===== src/rtl/du_pkg.sv =====
// rtl/du_pkg.sv - shared op codes, FSM states and flag indices for the data unit
package du_pkg;

    typedef enum logic [3:0] {
        OP_NOP   = 4'd0,
        OP_COPY  = 4'd1,
        OP_LDI   = 4'd2,
        OP_ADD   = 4'd3,
        OP_SUB   = 4'd4,
        OP_AND   = 4'd5,
        OP_OR    = 4'd6,
        OP_XOR   = 4'd7,
        OP_LOAD  = 4'd8,
        OP_STORE = 4'd9,
        OP_FETCH = 4'd10,
        OP_JUMP  = 4'd11,
        OP_CFR   = 4'd12,
        OP_ADC   = 4'd13,
        OP_ILL14 = 4'd14,
        OP_ILL15 = 4'd15
    } op_e;

    typedef enum logic [1:0] {
        ST_IDLE = 2'd0,
        ST_BUS  = 2'd1,
        ST_RESP = 2'd2
    } state_e;

    localparam int FLG_Z = 3;
    localparam int FLG_S = 2;
    localparam int FLG_C = 1;
    localparam int FLG_V = 0;

    // Ops that need a memory transfer before they can complete
    function automatic logic is_bus_op(input op_e op);
        return (op == OP_LOAD) || (op == OP_STORE) || (op == OP_FETCH);
    endfunction

endpackage


===== src/rtl/du_alu.sv =====
// rtl/du_alu.sv - combinational add/sub/adc/logic unit with {Z,S,C,V} flags
module du_alu
    import du_pkg::*;
#(
    parameter int DATA_W = 8
) (
    input  logic [DATA_W-1:0] a,
    input  logic [DATA_W-1:0] b,
    input  logic              cin,
    input  op_e               op,
    output logic [DATA_W-1:0] y,
    output logic [3:0]        flg
);

    logic [DATA_W-1:0] b_eff;
    logic              c_eff;
    logic [DATA_W:0]   sum;
    logic              carry;
    logic              ovf;

    // One adder serves ADD/SUB/ADC; SUB feeds ~b with carry-in 1 so C=1 means no borrow
    always_comb begin
        b_eff = b;
        c_eff = 1'b0;
        case (op)
            OP_SUB:  begin b_eff = ~b; c_eff = 1'b1; end
            OP_ADC:  c_eff = cin;
            default: ;
        endcase
        sum   = {1'b0, a} + {1'b0, b_eff} + {{DATA_W{1'b0}}, c_eff};
        y     = sum[DATA_W-1:0];
        carry = sum[DATA_W];
        ovf   = (a[DATA_W-1] == b_eff[DATA_W-1]) && (sum[DATA_W-1] != a[DATA_W-1]);
        case (op)
            OP_AND:  begin y = a & b; carry = 1'b0; ovf = 1'b0; end
            OP_OR:   begin y = a | b; carry = 1'b0; ovf = 1'b0; end
            OP_XOR:  begin y = a ^ b; carry = 1'b0; ovf = 1'b0; end
            default: ;
        endcase
        flg        = 4'b0000;
        flg[FLG_Z] = (y == '0);
        flg[FLG_S] = y[DATA_W-1];
        flg[FLG_C] = carry;
        flg[FLG_V] = ovf;
    end

endmodule


===== src/rtl/du_param_core.sv =====
// rtl/du_param_core.sv - parametrised data unit core; DU_BUS_TIMEOUT_EN enables the bus watchdog
module du_param_core
    import du_pkg::*;
#(
    parameter int DATA_W      = 8,
    parameter int ADDR_W      = 8,
    parameter int NREG        = 4,
    parameter int TIMEOUT_CYC = 16
) (
    input  logic                    clk,
    input  logic                    rst,
    input  logic                    cmd_valid,
    output logic                    cmd_ready,
    input  logic [3:0]              cmd_op,
    input  logic [$clog2(NREG)-1:0] cmd_rd,
    input  logic [$clog2(NREG)-1:0] cmd_rs1,
    input  logic [$clog2(NREG)-1:0] cmd_rs2,
    input  logic [DATA_W-1:0]       cmd_imm,
    output logic                    done,
    output logic                    err,
    output logic                    mem_req,
    output logic                    mem_we,
    output logic [ADDR_W-1:0]       mem_addr,
    output logic [DATA_W-1:0]       mem_wdata,
    input  logic [DATA_W-1:0]       mem_rdata,
    input  logic                    mem_ack,
    output logic [ADDR_W-1:0]       pc,
    output logic [DATA_W-1:0]       ir,
    output logic [3:0]              flags,
    input  logic [$clog2(NREG)-1:0] dbg_sel,
    output logic [DATA_W-1:0]       dbg_data
);

    localparam int RW = $clog2(NREG);
    localparam int AC = (DATA_W < ADDR_W) ? DATA_W : ADDR_W;

    state_e            state, state_d;
    op_e               op_in, bus_op;
    logic [RW-1:0]     bus_rd;
    logic [DATA_W-1:0] regs [NREG];
    logic [DATA_W-1:0] rs1_val, rs2_val, alu_y, cfr_val;
    logic [3:0]        alu_flg;
    logic              err_q;
    logic              accept, bus_done, timeout;

    // Register value used as an address: low bits, zero-extended when narrower
    function automatic logic [ADDR_W-1:0] to_addr(input logic [DATA_W-1:0] v);
        logic [ADDR_W-1:0] a;
        a         = '0;
        a[AC-1:0] = v[AC-1:0];
        return a;
    endfunction

    assign op_in    = op_e'(cmd_op);
    assign rs1_val  = regs[cmd_rs1];
    assign rs2_val  = regs[cmd_rs2];
    assign dbg_data = regs[dbg_sel];
    assign accept   = (state == ST_IDLE) && cmd_valid;
    assign bus_done = (state == ST_BUS) && mem_ack;

    // Flag register zero-extended into a data word for CFR
    always_comb begin
        cfr_val      = '0;
        cfr_val[3:0] = flags;
    end

    du_alu #(.DATA_W(DATA_W)) u_alu (
        .a   (rs1_val),
        .b   (rs2_val),
        .cin (flags[FLG_C]),
        .op  (op_in),
        .y   (alu_y),
        .flg (alu_flg)
    );

`ifdef DU_BUS_TIMEOUT_EN
    localparam int TW = $clog2(TIMEOUT_CYC + 1);
    logic [TW-1:0] tmo_cnt;

    // Counts consecutive unacknowledged request cycles, restarting on every entry to BUS
    always_ff @(posedge clk or posedge rst) begin
        if (rst)
            tmo_cnt <= '0;
        else if (state != ST_BUS)
            tmo_cnt <= '0;
        else if (!mem_ack)
            tmo_cnt <= tmo_cnt + TW'(1);
    end

    assign timeout = (state == ST_BUS) && !mem_ack && (tmo_cnt == TW'(TIMEOUT_CYC - 1));
`else
    assign timeout = 1'b0;
`endif

    // State register; reset returns to IDLE so mem_req drops at once
    always_ff @(posedge clk or posedge rst) begin
        if (rst)
            state <= ST_IDLE;
        else
            state <= state_d;
    end

    // Next-state and handshake outputs decoded from the current state
    always_comb begin
        state_d   = state;
        cmd_ready = 1'b0;
        mem_req   = 1'b0;
        done      = 1'b0;
        err       = 1'b0;
        case (state)
            ST_IDLE: begin
                cmd_ready = 1'b1;
                if (cmd_valid)
                    state_d = is_bus_op(op_in) ? ST_BUS : ST_RESP;
            end
            ST_BUS: begin
                mem_req = 1'b1;
                if (mem_ack || timeout)
                    state_d = ST_RESP;
            end
            ST_RESP: begin
                done    = 1'b1;
                err     = err_q;
                state_d = ST_IDLE;
            end
            default: state_d = ST_IDLE;
        endcase
    end

    // Datapath: register ops retire at accept, bus ops latch the transfer then retire on ack
    always_ff @(posedge clk or posedge rst) begin
        if (rst) begin
            for (int i = 0; i < NREG; i++)
                regs[i] <= '0;
            pc        <= '0;
            ir        <= '0;
            flags     <= '0;
            mem_addr  <= '0;
            mem_wdata <= '0;
            mem_we    <= 1'b0;
            bus_op    <= OP_NOP;
            bus_rd    <= '0;
            err_q     <= 1'b0;
        end else if (accept) begin
            err_q  <= 1'b0;
            bus_op <= op_in;
            bus_rd <= cmd_rd;
            case (op_in)
                OP_COPY: regs[cmd_rd] <= rs1_val;
                OP_LDI:  regs[cmd_rd] <= cmd_imm;
                OP_ADD, OP_SUB, OP_AND, OP_OR, OP_XOR, OP_ADC: begin
                    regs[cmd_rd] <= alu_y;
                    flags        <= alu_flg;
                end
                OP_LOAD: begin
                    mem_addr <= to_addr(rs1_val);
                    mem_we   <= 1'b0;
                end
                OP_STORE: begin
                    mem_addr  <= to_addr(rs1_val);
                    mem_wdata <= rs2_val;
                    mem_we    <= 1'b1;
                end
                OP_FETCH: begin
                    mem_addr <= pc;
                    mem_we   <= 1'b0;
                end
                OP_JUMP:            pc           <= to_addr(rs1_val);
                OP_CFR:             regs[cmd_rd] <= cfr_val;
                OP_ILL14, OP_ILL15: err_q        <= 1'b1;
                default: ;
            endcase
        end else if (bus_done) begin
            case (bus_op)
                OP_LOAD: regs[bus_rd] <= mem_rdata;
                OP_FETCH: begin
                    ir <= mem_rdata;
                    pc <= pc + ADDR_W'(1);
                end
                default: ;
            endcase
        end else if (timeout) begin
            err_q <= 1'b1;
        end
    end

endmodule


===== config.mk =====
export PLATFORM = sky130hd
export DESIGN_NAME = du_param_core
export DESIGN_NICKNAME = d
export VERILOG_FILES = /design/src/rtl/du_pkg.sv /design/src/rtl/du_alu.sv /design/src/rtl/du_param_core.sv
export SDC_FILE = /design/constraint.sdc
export NUM_CORES = 1
export LEC_CHECK = 0
export BUFFER_PORTS_ARGS = -buffer_cell sky130_fd_sc_hd__buf_2
export CAP_MARGIN = 10
export CORE_MARGIN = 3
export CORE_UTILIZATION = 40
export CTS_BUF_LIST = sky130_fd_sc_hd__clkbuf_4
export CTS_CLUSTER_DIAMETER = 60
export DETAILED_ROUTE_END_ITERATION = 6
export HOLD_SLACK_MARGIN = 0.02
export SETUP_SLACK_MARGIN = 0.3
export SYNTH_ARGS = -nofsm -noshare
export SYNTH_HDL_FRONTEND = slang
export SYNTH_SLANG_ARGS = --single-unit

===== constraint.sdc =====
create_clock -name clk -period 8.6 [get_ports clk]
set_input_delay 0.43 -clock clk [delete_from_list [all_inputs] [get_ports clk]]
set_output_delay 0.43 -clock clk [all_outputs]
set_load 0.05 [all_outputs]

# [After elaboration in Yosys (flattened, before gate mapping)]
# Cells that the tools add are included.
[totals] output_inout_bits=49 elab_cells=128 inputBits=32 reg_bits=78
[op_classes] bitwise_logic=10 n_eq_ne=25 reduce_logical=27 magnitude_cmp=7 mux=42 n_addsub=3
[ops] op="bitwise mux 32 bit" count=5
[ops] op="case mux 32 bit (4 select lines)" count=1
[ops] op="two-way mux 8 bit" count=13
[ops] op="two-way mux 32 bit" count=3
[ops] op="binary-select mux 8 bit (select 2 bit)" count=3
[ops] op="equality test 4 bit (second input constant)" count=10
[ops] op="demux 8 bit (select 2 bit)" count=2
[ops] op="case mux 8 bit (3 select lines)" count=1
[ops] op="equality test 4 x 3 -> 1 bit (second input constant)" count=4
[ops] op="case mux 8 bit (2 select lines)" count=1
[ops] op="greater-or-equal comparator 3 bit (second input constant)" count=5
[ops] op="inverter 2 -> 3 bit" count=5
[ops] op="AND reduction 2 bit" count=5
[ops] op="nonzero test 2 bit" count=5
[ops] op="adder 8 x 8 -> 9 bit" count=1
[ops] op="adder 9 x 1 -> 9 bit" count=1
[ops] op="AND reduction 3 bit" count=3
[ops] op="adder 8 x 1 -> 8 bit (second input constant)" count=1
[ops] op="bitwise AND 8 bit" count=1
[ops] op="equality test 4 x 2 -> 1 bit (second input constant)" count=2
[ops] op="logical NOT 8 bit" count=1
[ops] op="inverter 8 bit" count=1
[ops] op="OR 8 bit" count=1
[ops] op="XOR 8 bit" count=1
[ops] op="20 further kinds" count=38

# [Logic depth before layout (Yosys ltp)]
# Gate-level depths: netlist of run 1.
[depth] depth_word=12 depth_mapped=16 depth_no_buf=12

# [Cells and area by module]
# Synthesis of run 1 repeated with hierarchy kept, for this count alone.
[hier_totals] cells_unflattened=708 hier_area_um2=6346.1
[modules_own_cells] mod="du_param_core" cells_per_inst=562 area_each_um2=5277.6 n_inst=1 seq_area_each_um2=1951.9
[modules_own_cells] mod="du_alu" cells_per_inst=146 area_each_um2=1068.5 n_inst=1 seq_area_each_um2=0.0

# [Worst setup path after synthesis of run 1]
# OpenSTA, ideal clock, no wires.
[synth_path] path_type="input-to-reg" startpoint="input cmd_rs2[0]" endpoint="register regs[4] (netlist name)" setup_ns=0.088 t_arrival_ns=3.599 cell_stages=12 n_path_buf=1 required_time_ns=8.512 slack_ns=4.913 path_cell_list="clkbuf_1 -> mux4_2 -> xnor2_1 -> fa_1 -> inv_1 -> fa_1 -> a211o_1 -> o211a_1 -> a222oi_1 -> a221o_1 -> nand2_1 -> a41oi_1"
[synth_via] elab_chain_len=12 elab_cells_between_ends=15 classes_between="add/sub (2); mux (8); bitwise (5)"
[synth_lines] element="start, declared" line_no="du_param_core.sv:17" source="input logic [$clog2(NREG)-1:0] cmd_rs2,"
[synth_lines] element="inverter 2 -> 3 bit (not written as such) (*)" line_no="du_param_core.sv:56" source="assign rs2_val = regs[cmd_rs2];"
[synth_lines] element="binary-select mux 8 bit (select 2 bit) (*)" line_no="du_param_core.sv:56"
[synth_lines] element="two-way mux 8 bit (not written as such) (*) (2 in series)" line_no="du_param_core.sv:56"
[synth_lines] element="net rs2_val[0]" line_no="du_param_core.sv:41" source="logic [DATA_W-1:0] rs1_val, rs2_val, alu_y, cfr_val;"
[synth_lines] element="inverter 8 bit" line_no="du_alu.sv:26" source="OP_SUB: begin b_eff = ~b; c_eff = 1'b1; end"
[synth_lines] element="two-way mux 8 bit (*)" line_no="du_alu.sv:25" source="case (op)"
[synth_lines] element="adder 8 x 8 -> 9 bit (*)" line_no="du_alu.sv:30" source="sum = {1'b0, a} + {1'b0, b_eff} + {{DATA_W{1'b0}}, c_eff};"
[synth_lines] element="adder 9 x 1 -> 9 bit (*)" line_no="du_alu.sv:30"
[synth_lines] element="case mux 8 bit (3 select lines) (*)" line_no="du_alu.sv:34" source="case (op)"
[synth_lines] element="bitwise mux 32 bit (*)" line_no="du_param_core.sv:152" source="regs[cmd_rd] <= alu_y;"
[synth_lines] element="case mux 32 bit (4 select lines) (*)" line_no="du_param_core.sv:148" source="case (op_in)"
[synth_lines] element="two-way mux 32 bit (*)" line_no="du_param_core.sv:144" source="end else if (accept) begin"
[synth_lines] element="end signal, assigned by index" line_no="du_param_core.sv:149" source="OP_COPY: regs[cmd_rd] <= rs1_val;"
[synth_lines] element="end signal, assigned by index" line_no="du_param_core.sv:150" source="OP_LDI: regs[cmd_rd] <= cmd_imm;"
[synth_lines] element="end signal, assigned by index" line_no="du_param_core.sv:152"
[synth_lines] element="end, declared" line_no="du_param_core.sv:40" source="logic [DATA_W-1:0] regs [NREG];"
# The timed path passes the listed nets; every way through them passes the cells marked *. The select of a mux whose other input is x is not followed.
# A chain may end at the register's enable or synchronous reset.

# [Worst setup path after layout of run 1]
[layout_path] startpoint="input cmd_op[0]" endpoint="register regs[4] (netlist name)"
[layout_via] elab_chain_len=8 elab_cells_between_ends=20 classes_between="add/sub (2); eq/ne (10); mux (6); reduce/logical (2)"
[layout_lines] element="start, declared" line_no="du_param_core.sv:14" source="input logic [3:0] cmd_op,"
[layout_lines] element="equality test 4 x 3 -> 1 bit" line_no="du_alu.sv:25, du_param_core.sv:148"
[layout_lines] element="two-way mux 8 bit" line_no="du_alu.sv:25"
[layout_lines] element="adder 8 x 8 -> 9 bit" line_no="du_alu.sv:30"
[layout_lines] element="adder 9 x 1 -> 9 bit" line_no="du_alu.sv:30"
[layout_lines] element="case mux 8 bit (3 select lines)" line_no="du_alu.sv:34"
[layout_lines] element="bitwise mux 32 bit" line_no="du_param_core.sv:152"
[layout_lines] element="case mux 32 bit (4 select lines)" line_no="du_param_core.sv:148"
[layout_lines] element="two-way mux 32 bit" line_no="du_param_core.sv:144"
# Several ways; a longest one is shown, not always the timed one.

==> flow_summary.yaml, run 1 <==
route:
  vias: 6657
  detail_route.vias_per_cell: 6.419
  dr.pass1.iters: 6
  drt_wl_total_mm: 23.74
  antenna_left: 0
  drt-initial-drc-count: 890
  drc: 0
  wl_per_cell_um: 22.89
synth:
  syn-mean-instance-area_sq_um: 8.464
  async_reset_ff_frac: 1.000
  ys_warn_count: 0
  seq_area_frac_synth: 0.2999
  ys_types: 78
  synth_fp_nets: 827
  dominantRegCellSynth: "dfrtp_1"
  synth_area_sq_um: 6509
  synth_cells: 769
  synth_edf_count: 0
  synth_seq_cells: 78
worst_setup_path:
  critPathMostFrequentCell: "fa_1"
  path_max_fanout: 36
  worstSetupEndpointType: "register"
  required_ps: 9020
  path_class: "in -> reg"
  cp_cell_sequence: "buf_2 -> or2_2 -> nor2_1 -> xnor2_1 -> fa_1 -> inv_1 -> fa_1 -> a211o_1 -> o211a_1 -> a222oi_1 -> a221o_1 -> nand2_1 -> a41oi_1"
  cpPeakStageDelay_ps: 630
  cp_data_arrival_time_ps: 4340
  crit_path_top_delay_cell: "a222oi_1"
  cp-start-kind: "primary input"
global_routing:
  antenna_found_initial: 2
  grt_pass1_vias: 6317
  grt_max_degree: 43
  grt_first_pass_wirelength_mm: 36.93
  grt-ovfl-total: 0
  gr-usage-all-layers: 0.2671
placement:
  io_buffer_count: 80
  dp.final_hpwl_mm: 16.91
  globalplace.congestion: 0.9479
  place_inst: 1018
cts:
  cts_root_buf: "clkbuf_4"
  cts_tree: "yes"
  clk_path_buf_depth: 2
  clkLatencyLatePin_ps: 490
  clock_sinks: 78
  path_clk_slew_ps: 140
  cts_made_buffers: 9
  htree_levels: 3
final_layout:
  postLayoutCoreUtil: 0.4554
  area_growth_pct: 11.15
  final_cells: 1037
  fin_nets: 872
  drive_above_1_share: 0.1905
sta:
  setup_viol: 0
  fin_crit_ps: 3919
  period_share: 0.4557
  maxSlewHeadroom: 0.2043
  tns_ps: 0
  fin_skew_ps: 20.11
  max_freq_ghz: 0.2552
  rsz0062_at_grt: "no"
  timing.final.hold_violations: 0
  finalMaxSlewViolations: 0
  worstMarginPinSlew_ps: 1192
pwr:
  power.share.combinational: 0.567
  p_clk_frac: 0.151
  total_power_mw: 2.141
  p_leak_nw: 3.121
  max-vdd-ir-drop_mv: 0.1090
  intPower_mw: 1.045
  power_density_nw_per_um2: 295.9
  power_frac_seq: 0.283
  sw_frac_of_total: 0.5118
  switchingPower_mw: 1.096
worst_hold_path:
  hold_class: "in -> reg"
floorplan:
  die_w_um: 133.6
  core_sq_um: 15890
  start_util: 0.4097
  die_area_sq_um: 17840
  std_cell_rows: 46
  fp.dieH_um: 133.6
  ioPinCount: 81
job:
  drv_cap: 0
status:
  status: "finished clean"
-- stage by stage --
stage / worst slack, ps / hold slack, ps / area [sq um]
finish: 4681 / 183.2 / 7234
detailed placement: 4231 / 461.0 / 7015
global route: 4356 / 167.1 / 7234
global placement: 4328 / 455.4 / 7015
floorplan: 4913 / 438.2 / 6509
CTS: 4752 / 158.1 / 7229
-- sequential cells by signal, indices dropped and copies added (netlist names), 2 cells and up --
register	flops
pc	8
flags	4
regs	32
state	2
mem_wdata	8
mem_addr	8
bus_op	4
bus_rd	2
ir	8
-- worst paths after layout --
kind	cells after the start	slack (ps)	startpoint	endpoint
setup / recovery	13	4680	cmd_op[0]	regs[4]$_DFFE_PP0P_
hold / removal	2	180	mem_ack	state[0]$_DFFE_PP0P_
setup reg to reg	11	4920	regs[0]$_DFFE_PP0P_	regs[4]$_DFFE_PP0P_
hold reg to reg	2	480	mem_we$_DFFE_PP0P_	mem_we$_DFFE_PP0P_
max in group asynchronous	4	7050	rst	ir[7]$_DFFE_PP0P_
min in group asynchronous	3	540	rst	mem_wdata[5]$_DFFE_PP0P_
-- cell usage in the layout (no fill, tap or decap), types with 10 or more instances in the layout --
| cell type | count |
|---|---|
| o21ai_0 | 101 |
| nand2_1 | 90 |
| buf_2 | 80 |
| dfrtp_1 | 78 |
| a21oi_1 | 74 |
| nor2_1 | 43 |
| nand3_1 | 27 |
| inv_1 | 24 |
| mux4_2 | 24 |
| ha_1 | 24 |
| nand2b_1 | 17 |
| a31oi_1 | 16 |
| o221ai_1 | 12 |
| mux2i_1 | 11 |
| o22ai_1 | 10 |
| nor3_1 | 10 |
| xnor2_1 | 10 |
-- synth_stat cells (4+ instances only) --
cell	n	area, sq um
o21ai_0	101	505.5
o22a_1	8	70.07
mux4_2	24	540.5
a221o_1	5	50.05
dfrtp_1	78	1952
clkbuf_1	33	123.9
mux2_2	9	101.4
a21o_1	8	60.06
xnor2_1	10	87.58
o221ai_1	12	105.1
buf_1	4	15.01
a221oi_1	9	78.83
a211oi_1	4	30.03
a21oi_1	74	370.4
nor2_1	43	161.4
and3_1	8	50.05
a31oi_1	16	100.1
nor2b_1	9	56.30
nor3_1	10	50.05
nand2_1	90	337.8
buf_2	14	70.07
mux2i_1	11	110.1
inv_1	25	93.84
o22ai_1	10	62.56
a32oi_1	9	78.83
nand2b_1	17	106.4
ha_1	24	300.3
nor3b_1	5	37.54
o21a_1	6	45.04
and2_1	4	25.02
nand3_1	27	135.1
-- kinds of logic (layout without fill, tap and decap cells) --
kind of cell | after synthesis | in the layout | share of synthesized area
XOR/XNOR | 10 | 10 | 0.01346
adder cells (fa/ha/maj) | 26 | 26 | 0.05229
multiplexers | 44 | 44 | 0.1155
AND/OR/NAND/NOR | 234 | 234 | 0.1770
buffers and inverters | 79 | 129 | 0.05094
other | 0 | 2 | 0
flip-flops | 78 | 78 | 0.2999
AO/OA/AOI/OAI | 298 | 298 | 0.2909
-- critical path: cells and delay by family --
family | cells | cell delay, ps
and+or+nand+nor | 3 | 1060
AOI/OAI and AO/OA | 5 | 1550
buffers and inverters | 2 | 370
adders and majority gates | 2 | 680
xor gates and xnor gates | 1 | 220
-- power groups by stage --
stage                     Sequential [mW]  Combinational (mW)  Clock, mW
final                               0.606                1.21      0.322
after global routing                0.623                1.31      0.345
after CTS                           0.603                1.20      0.329
after detailed placement            0.612                1.20          0
after global placement              0.604                1.18          0
after floorplan                     0.761               0.710          0
-- routing by layer --
layer	track usage	wire, um
met1	0.3669	9944
met2	0.4043	10410
met3	0.07326	2555
met4	0.09886	827
met5	0	0
-- layout make-up --
cell class	count	area, sq um
Clock inverter	7	136.4
Sequential cell	78	1952
Antenna cell	2	5.005
Timing Repair Buffer	88	462.9
Fill cell	1579	8651
Clock buffer	9	67.56
Inverter	25	95.09
Tap cell	216	270.3
Multi-Input combinational cell	612	4245
-- timing repair --
action,in CTS,in global routing
gates resized for setup,0,0
endpoints found under the hold margin,36,0
buffers inserted,0,0
hold buffers,1,0
Note: power is estimated with default switching activity, not from simulation.
==> run 2: changes to the inputs <==
==> constraint.sdc (replaced) <==
create_clock -name clk -period 3.2 [get_ports clk]
set_input_delay 0.16 -clock clk [delete_from_list [all_inputs] [get_ports clk]]
set_output_delay 0.16 -clock clk [all_outputs]
set_load 0.05 [all_outputs]
==> flow_summary.yaml, run 2 (same netlist as run 1, synthesis figures left out) <==
sta:
  setup_viol: 0
  worstMarginPinSlew_ps: 1249
  period_share: 0.9973
  maxSlewHeadroom: 0.1610
  timing.final.hold_violations: 0
  finalMaxSlewViolations: 0
  fin_skew_ps: 28.68
  fin_crit_ps: 3191
  rsz0062_at_grt: "yes"
  holdWs_ps: 106.6
  max_freq_ghz: 0.3134
  timing.final.ws_setup_ps: 8.790
pwr:
  power_density_nw_per_um2: 799.9
  max-vdd-ir-drop_mv: 0.3557
  p_leak_nw: 3.608
  total_power_mw: 6.539
final_layout:
  fin_nets: 968
  area_growth_pct: 25.59
  final_cell_mix: "o21ai_0, nand2_1, buf_4"
  final_cells: 1132
  top_register: "regs"
  largest_reg_flops: 32
  fillCellCount: 1549
  layout_commonest_cell: "o21ai_0"
  drive_above_1_share: 0.3027
  finalInstanceArea_sq_um: 8174
worst_setup_path:
  path_max_fanout: 3
  cp-start-kind: "register"
  reg2reg_setup_slack_ps: 9
  cp_data_arrival_time_ps: 3580
  worstSetupEndpointType: "register"
  path_class: "reg -> reg"
  timing.rr.start: "regs[0]$_DFFE_PP0P_"
  r2r-end: "flags[3]$_DFFE_PP0P_"
  rr_worst_depth: 12
  required_ps: 3590
floorplan:
  ioPinCount: 81
  std_cell_rows: 46
  die_area_sq_um: 17840
  core_sq_um: 15890
  fp.dieH_um: 133.6
  start_util: 0.4097
  die_w_um: 133.6
worst_hold_path:
  hold_start: "cmd_imm[3]"
  min_path_cells: 5
  hold_end: "regs[19]$_DFFE_PP0P_"
  hold_class: "in -> reg"
global_routing:
  grt_max_degree: 33
  grt_pass1_vias: 6824
  grt-ovfl-total: 0
  antenna_found_initial: 1
  gr-usage-all-layers: 0.2874
  grt_first_pass_wirelength_mm: 39.63
placement:
  place_worst_setup_slack_ps: -78.13
  io_buffer_count: 80
  globalplace.congestion: 1.029
  placedInstanceArea_sq_um: 7496
  dp.final_hpwl_mm: 18.98
  place_inst: 1074
cts:
  cts_made_buffers: 9
  clkLatencyLatePin_ps: 490
  cts_tree: "yes"
  htree_levels: 3
  cts_root_buf: "clkbuf_4"
  clock_sinks: 78
  path_clk_slew_ps: 160
  clk_path_buf_depth: 2
route:
  antenna_left: 0
  drt_wl_total_mm: 26.13
  detail_route.vias_per_cell: 6.307
  drc: 0
  drt-initial-drc-count: 920
  dr.pass1.iters: 7
  vias: 7139
  wl_per_cell_um: 23.08
status:
  status: "finished clean"
job:
  drv_cap: 0
run 2: final cells by class:
type,count,area [sq um],share of cell area
well taps,216,270.3,0.03306
diodes,1,2.502,0.0003061
inverters,25,95.09,0.01163
flip-flops and latches,78,1957,0.2394
clock inverters,7,88.84,0.01087
multi-input cells,612,4443,0.5435
clock buffers,9,67.56,0.008266
repair buffers,184,1250,0.1529
run 2: worst max-delay path by stage:
stage / start / endpoint / slack (ps) / cells after the start
global route: regs[0]$_DFFE_PP0P_ / regs[4]$_DFFE_PP0P_ / -120 / 12
finish: regs[0]$_DFFE_PP0P_ / flags[3]$_DFFE_PP0P_ / 9 / 12
global placement: cmd_rs2[0] / regs[13]$_DFFE_PP0P_ / 70 / 13
floorplan: regs[0]$_DFFE_PP0P_ / regs[4]$_DFFE_PP0P_ / 220 / 11
detailed placement: cmd_rs2[0] / regs[21]$_DFFE_PP0P_ / -80 / 13
CTS: regs[8]$_DFFE_PP0P_ / regs[4]$_DFFE_PP0P_ / 50 / 12
run 2: per-layer routing:
metal | track usage | share of wire | vias to the layer above
met5 | 0 | 0 | -
met1 | 0.3934 | 0.43 | 3430
met4 | 0.1263 | 0.043 | 0
met3 | 0.05514 | 0.089 | 91
met2 | 0.4447 | 0.44 | 446
li1 | - | - | 3172
run 2: where the power goes:
group | leakage [nW] | internal, mW | total, mW | switching (mW)
clock | 0.0810 | 0.311 | 0.726 | 0.414
sequential | 0.965 | 1.29 | 1.62 | 0.325
combinational | 2.56 | 1.66 | 4.20 | 2.54
total | 3.61 | 3.26 | 6.54 | 3.28
run 2: through the flow:
stage,setup TNS (ps),util
floorplan,0,-
global placement,0,0.4719
detailed placement,-102.8,0.4719
CTS,0,0.4999
global route,-680.1,0.5146
finish,0,0.5146
run 2: worst max-delay path, cell delays in order, from the launching register on:
cell and delay, ps:
dfrtp_1 420, mux4_2 520, xnor2_2 170, fa_2 240, inv_2 40, fa_2 340, buf_4 140, buf_4 130
xnor2_2 140, a22o_1 210, nand4bb_1 140, or4_4 430, o31ai_2 170
run 2: repair_timing:
| action | in CTS | in global routing |
|---|---|---|
| resized for setup | 13 | 28 |
| endpoints found under the hold margin | 31 | 0 |
| buffers inserted | 12 | 16 |
| endpoints found under the setup margin | 21 | 32 |
| pin swaps | 18 | 21 |
| hold buffers | 13 | 0 |
